## config.mk

```make
export PLATFORM = sky130hd
export DESIGN_NAME = randomized_lfsr_pool
export DESIGN_NICKNAME = d
export VERILOG_FILES = /design/src/rtl/randomized_lfsr_pool_pkg.sv /design/src/rtl/randomized_lfsr_pool_von_neumann_extractor.sv /design/src/rtl/randomized_lfsr_pool.sv
export SDC_FILE = /design/constraint.sdc
export NUM_CORES = 1
export LEC_CHECK = 0
export ABC_AREA = 1
export BUFFER_PORTS_ARGS = -buffer_cell sky130_fd_sc_hd__buf_2
export CAP_MARGIN = 5
export CORE_MARGIN = 1.5
export CORE_UTILIZATION = 58
export DETAILED_ROUTE_END_ITERATION = 10
export PLACE_DENSITY = 0.79
export RECOVER_POWER = 50
export SLEW_MARGIN = 20
export SYNTH_ARGS = -nofsm -noshare
export SYNTH_HDL_FRONTEND = slang
export SYNTH_SLANG_ARGS = --single-unit
```

## constraint.sdc

```tcl
create_clock -name clk -period 1.75 [get_ports clk]
set_input_delay 0.2625 -clock clk [delete_from_list [all_inputs] [get_ports clk]]
set_output_delay 0.2625 -clock clk [all_outputs]
set_load 0.05 [all_outputs]
```

## src/rtl/randomized_lfsr_pool_pkg.sv

```systemverilog
// ----------------------------------------------------------------------------
// randomized_lfsr_pool_pkg : shared RNG defaults and extractor state encoding
// Rev 1.0
// ----------------------------------------------------------------------------
`default_nettype none

package randomized_lfsr_pool_pkg;

  // Default WIDTH/INIT/FEEDBACK triples shared by the weak and pool generators
  localparam int          RNG8_WIDTH     = 8;
  localparam logic [7:0]  RNG8_INIT      = 8'hE1;
  localparam logic [7:0]  RNG8_FEEDBACK  = 8'hB8;

  localparam int          RNG16_WIDTH    = 16;
  localparam logic [15:0] RNG16_INIT     = 16'hACE1;
  localparam logic [15:0] RNG16_FEEDBACK = 16'hB400;

  localparam int          RNG32_WIDTH    = 32;
  localparam logic [31:0] RNG32_INIT     = 32'hACE1_2468;
  localparam logic [31:0] RNG32_FEEDBACK = 32'h8020_0003;

  typedef enum logic [0:0] {
    VN_EMPTY = 1'b0,
    VN_HAVE  = 1'b1
  } vn_state_e;

endpackage

`default_nettype wire

```

## src/rtl/randomized_lfsr_pool_von_neumann_extractor.sv

```systemverilog
// ----------------------------------------------------------------------------
// von_neumann_extractor : pairs raw samples, emits the first bit of each 01/10
// Rev 1.0
// ----------------------------------------------------------------------------
`default_nettype none

module von_neumann_extractor
  import randomized_lfsr_pool_pkg::*;
(
  input  logic clk,
  input  logic rst,
  input  logic in,
  output logic out,
  output logic out_valid
);

  vn_state_e state_q, state_d;
  logic      first_q, first_d;

  always_ff @(posedge clk) begin
    if (rst) begin
      state_q <= VN_EMPTY;
      first_q <= 1'b0;
    end else begin
      state_q <= state_d;
      first_q <= first_d;
    end
  end

  always_comb begin
    state_d   = state_q;
    first_d   = first_q;
    out       = first_q;
    out_valid = 1'b0;
    case (state_q)
      VN_EMPTY: begin
        first_d = in;
        state_d = VN_HAVE;
      end
      VN_HAVE: begin
        out_valid = (in != first_q);
        state_d   = VN_EMPTY;
      end
      default: state_d = VN_EMPTY;
    endcase
  end

endmodule

`default_nettype wire

```

## src/rtl/randomized_lfsr_pool.sv

```systemverilog
// ----------------------------------------------------------------------------
// randomized_lfsr_pool : entropy-fed LFSR word generator with health monitor
// Rev 1.0
// ----------------------------------------------------------------------------
`default_nettype none

module randomized_lfsr_pool
  import randomized_lfsr_pool_pkg::*;
#(
  parameter int               WIDTH        = RNG16_WIDTH,
  parameter logic [WIDTH-1:0] INIT_VALUE   = RNG16_INIT,
  parameter logic [WIDTH-1:0] FEEDBACK     = RNG16_FEEDBACK,
  parameter int               SOURCES      = 4,
  parameter int               DEBIAS       = 1,
  parameter int               MIX_ROUNDS   = 2,
  parameter int               REPEAT_LIMIT = 32
) (
  input  logic               clk,
  input  logic               rst,
  input  logic [SOURCES-1:0] entropy_in,
  output logic [WIDTH-1:0]   out,
  output logic               out_valid,
  input  logic               out_ready,
  output logic               metastable,
  output logic               health_fail
);

  localparam int FILL_MAX = WIDTH * MIX_ROUNDS;
  localparam int FILL_W   = $clog2(FILL_MAX + 1);
  localparam int RUN_W    = $clog2(REPEAT_LIMIT + 1);

  localparam logic [FILL_W-1:0] FILL_FULL = FILL_W'(FILL_MAX);
  localparam logic [FILL_W-1:0] FILL_ONE  = FILL_W'(1);
  localparam logic [RUN_W-1:0]  RUN_LIM   = RUN_W'(REPEAT_LIMIT);
  localparam logic [RUN_W-1:0]  RUN_ONE   = RUN_W'(1);

  logic [SOURCES-1:0] sync1_q, sync1_d, sync2_q, sync2_d;
  logic [1:0]         prime_q, prime_d;
  logic               prev_q, prev_d;
  logic [RUN_W-1:0]   run_q, run_d;
  logic               health_fail_q, health_fail_d;
  logic [WIDTH-1:0]   lfsr_q, lfsr_d, lfsr_next;
  logic [FILL_W-1:0]  fill_q, fill_d;
  logic [WIDTH-1:0]   out_q, out_d;
  logic               out_valid_q, out_valid_d;

  logic raw, raw_valid;
  logic bit_val, bit_valid;

  // prime_q marks when sync2 holds a real sample rather than its reset zero
  assign raw       = ^sync2_q;
  assign raw_valid = prime_q[1];

  generate
    if (DEBIAS != 0) begin : g_debias
      logic vn_rst;
      logic vn_bit;
      logic vn_valid;

      assign vn_rst = rst | ~raw_valid;

      von_neumann_extractor u_vn (
        .clk       (clk),
        .rst       (vn_rst),
        .in        (raw),
        .out       (vn_bit),
        .out_valid (vn_valid)
      );

      assign bit_val   = vn_bit;
      assign bit_valid = vn_valid;
    end else begin : g_raw
      assign bit_val   = raw;
      assign bit_valid = raw_valid;
    end
  endgenerate

  always_comb begin
    sync1_d = entropy_in;
    sync2_d = sync1_q;
    prime_d = {prime_q[0], 1'b1};

    prev_d        = prev_q;
    run_d         = run_q;
    health_fail_d = health_fail_q;
    if (raw_valid) begin
      prev_d = raw;
      if (raw != prev_q) begin
        run_d = RUN_ONE;
      end else if (run_q != RUN_LIM) begin
        run_d = run_q + RUN_ONE;
      end
      if (run_d == RUN_LIM) begin
        health_fail_d = 1'b1;
      end
    end

    lfsr_next = {lfsr_q[WIDTH-2:0], (^(lfsr_q & FEEDBACK)) ^ bit_val};
    lfsr_d    = lfsr_q;
    fill_d    = fill_q;
    if (bit_valid && !health_fail_q) begin
      lfsr_d = (lfsr_next == '0) ? INIT_VALUE : lfsr_next;
      if (fill_q != FILL_FULL) begin
        fill_d = fill_q + FILL_ONE;
      end
    end

    out_d       = out_q;
    out_valid_d = out_valid_q;
    if (out_valid_q && out_ready) begin
      out_valid_d = 1'b0;
    end
    // Load takes priority over the absorb count update on the same edge
    if (!out_valid_q && (fill_q == FILL_FULL) && !health_fail_q) begin
      out_d       = lfsr_q;
      out_valid_d = 1'b1;
      fill_d      = '0;
    end
    if (health_fail_d) begin
      out_valid_d = 1'b0;
    end
  end

  always_ff @(posedge clk) begin
    if (rst) begin
      sync1_q       <= '0;
      sync2_q       <= '0;
      prime_q       <= '0;
      prev_q        <= 1'b0;
      run_q         <= '0;
      health_fail_q <= 1'b0;
      lfsr_q        <= INIT_VALUE;
      fill_q        <= '0;
      out_q         <= '0;
      out_valid_q   <= 1'b0;
    end else begin
      sync1_q       <= sync1_d;
      sync2_q       <= sync2_d;
      prime_q       <= prime_d;
      prev_q        <= prev_d;
      run_q         <= run_d;
      health_fail_q <= health_fail_d;
      lfsr_q        <= lfsr_d;
      fill_q        <= fill_d;
      out_q         <= out_d;
      out_valid_q   <= out_valid_d;
    end
  end

  assign out         = out_q;
  assign out_valid   = out_valid_q;
  assign metastable  = raw;
  assign health_fail = health_fail_q;

endmodule

`default_nettype wire

```

==> flow_summary_export.csv <==
group,metric,value,unit
global_route,antenna_found_initial,0,
global_route,grt_start_max_net_pins,32,
yosys,synth_nets,353,
clock_tree,cts.sinks,59,
critical_path,cp_data_arrival_time,1.33,ns
drt,ant_nets,0,
clock_tree,cts_root_buf,"clkbuf_8",
sta,fin_ws,0.162,ns
hold_path,hp-class,"input port to flop",
yosys,ys_seq_area_share,45.8,%
finish,area_delta_synth_final,15.3,%
sta,post-route-min-period,1.59,ns
yosys,avgSynthCellArea,7.55,µm²
critical_path,worstPathRequired,1.49,ns
critical_path,cp_common_cell,"nand2_4",
finish,final_area,0.00298,mm²
status,status,"complete, no violations",
power_and_ir_drop,irDropWorstVdd,0.840,mV
placement,dp_hpwl,3.47,mm
clock_tree,clock_latency,0.34,ns
critical_path,cpMaxStageDelayCell,"dfxtp_1",
yosys,netlist_area,0.00258,mm²
sta,timing.final.max_slew_violations,0,
clock_tree,htreeDepth,3,
yosys,async_flop_share,0,%
drt,route.detailed.drc,0,
finish,multi_input_area,0.00116,mm²
yosys,synthFlopType,"dfxtp_1",
critical_path,r2r_start,"sync2_q[0]$_SDFF_PP0_",
yosys,synth_cells,342,
drt,wl_per_cell,12.0,µm
clock_tree,cts_tree,"built",
floorplan,die_area,0.00486,mm²
sta,fmax,630,MHz
sta,hold_ws,0.121,ns
run,max-cap-violations,0,
power_and_ir_drop,p_leak,0.00135,µW
drt,first_pass_iters,4,
critical_path,cp-startpoint,"sync2_q[0]$_SDFF_PP0_",
sta,setup_viol,0,
placement,post-place-ws,0.153,ns
sta,tightest_slew,0.699,ns
critical_path,startpoint_type,"flop",
placement,port-buffer-count,25,
yosys,ys_ff_latch,59,
floorplan,die_x,69.7,µm
sta,tns,0,ns
finish,seqCellArea,0.00118,mm²
yosys,ys_types,32,
sta,final-hold-violation-count,0,
sta,max-slew-margin-rel,53.4,%
critical_path,end_kind,"output pin",
finish,diodes,0,
finish,num-fill-cells,381,
global_route,grt_first_pass_wirelength,8.96,mm
yosys,yosys_warnings,0,
floorplan,die-height,69.7,µm
critical_path,crit_fanout,4,
finish,nNetsFinal,386,
clock_tree,cts_made_buffers,9,
sta,fin_worst_skew,0.00850,ns
sta,fin_crit_sh,90.8,%
global_route,overflow,0,
clock_tree,clockBufferDepth,2,
finish,drive_gt1_share,11.6,%
drt,route.vias.total,2225,
drt,wirelength,5.19,mm
placement,place_area,0.00274,mm²
clock_tree,hold_buffers,0,
yosys,synth_edf_count,0,
clock_tree,cts.reportedPaths.clkPinSlew,0.06,ns
global_route,grt_pass1_vias,2102,
critical_path,crit_type,"flop to output pin",
placement,numPlacedInstances,414,
drt,drt_iter0_markers,175,
floorplan,coreArea,0.00432,mm²
floorplan,placementRows,24,
floorplan,ios,26,
critical_path,critical-path-max-stage-delay,0.32,ns
global_route,grt_use_total,23.2,%
placement,gp_congestion,0.811,
power_and_ir_drop,power_density,1050,mW/mm²
floorplan,initial_core_util,59.7,%
drt,drt-vias-per-instance,5.15,
critical_path,cp_cell_sequence,"inv_1 > nand2_1 > nand2_2 > nand2_4 > nand2_4 > buf_2",
hold_path,holdCritStartpoint,"entropy_in[0]",
finish,fin_cells,432,
-- metrics by stage --
stage / power, µW / util, %
3_5_place_dp: 1630 / 63.4
5_1_grt: 3220 / 68.8
2_1_floorplan: 1580 / -
3_3_place_gp: 1620 / 63.4
6_report: 3130 / 68.8
4_1_cts: 3130 / 69.0
-- critical path: cells and delay by family (launching register included) --
kind | cells | cell delay [ns]
buffers and inverters | 2 | 0.34
DFF | 1 | 0.32
and+or+nand+nor | 4 | 0.32
-- state kept, by name (all words and copies together), names as in the netlist --
register	cells
g_debias.u_vn.state_q	1
lfsr_q	16
fill_q	6
prime_q	2
out	16
out_valid	1
health_fail	1
run_q	6
prev_q	1
sync1_q	4
sync2_q	4
g_debias.u_vn.out	1
-- timing repair --
action | CTS | global route
setup endpoints to repair | 0 | 2
gates resized for setup | 0 | 1
buffers inserted | 0 | 2
-- layout make-up --
type | instances | area share, %
inverters | 44 | 5.72
clock buffers | 11 | 4.75
multi-input cells | 228 | 39.1
flip-flops and latches | 59 | 39.7
well taps | 52 | 2.19
repair buffers | 33 | 5.21
clock inverters | 5 | 3.36
-- layer usage --
layer | up-vias | part of all wire, % | track usage, %
li1 | 1157 | - | -
met1 | 1008 | 44 | 26.9
met2 | 47 | 49 | 39.0
met3 | 13 | 4.5 | 5.67
met4 | 0 | 2.8 | 13.0
met5 | - | 0 | 0
-- cell usage in the layout, fill, tap and decap left out, drive strengths merged --
cell type  synthesis  final
xor2               7      7
clkinv             0      2
nand2             82     82
dfxtp             59     59
bufinv             0      3
nand3b             3      3
or2                1      1
xnor2              1      1
o21ai             24     24
clkbuf             7     32
o211ai             2      2
inv               44     44
nor3               4      4
buf                3     12
nand3             19     19
a211oi             2      2
a21oi             30     30
nand4              8      8
ha                 4      4
o21a               1      1
nor2              40     40
-- where the power goes --
| group | internal [µW] | switching [µW] | leakage [µW] |
|---|---|---|---|
| Combinational | 72.1 | 137 | 0.000751 |
| Sequential | 1380 | 27.3 | 0.000480 |
| Clock | 980 | 533 | 0.000123 |
-- kinds of logic after synthesis --
kind of cell,count (synthesis),synth area share (%)
flops,59,45.8
buf+inv,55,9.55
compound gates,59,12.1
fa+ha+maj,4,1.94
xor+xnor,8,3.44
simple gates,157,27.2
-- final timing paths --
check / end / cells after the start / slack, ns
worst max-delay path: metastable / 6 / 0.16
worst min-delay path: sync1_q[0]$_SDFF_PP0_ / 3 / 0.12
worst max register to register: fill_q[1]$_SDFFE_PP0P_ / 9 / 0.17
worst min register to register: sync2_q[0]$_SDFF_PP0_ / 2 / 0.40
-- cell usage after synthesis, types with 2 or more instances --
cell      count  area [µm²]
xor2_1        6        52.6
o21ai_0      23         115
a211oi_1      2        15.0
clkbuf_1      5        18.8
nand3_1      19        95.1
nand2_1      73         274
buf_2         2        10.0
inv_1        41         154
nand2_4       4        45.0
nor2_1       40         150
nand2_2       5        31.3
dfxtp_1      59        1180
inv_2         2        7.51
ha_1          4        50.1
o211ai_1      2        15.0
a21oi_1      29         145
nand3b_1      2        15.0
nand4_1       8        50.1
nor3_1        3        15.0
(Power assumes the default switching activity.)
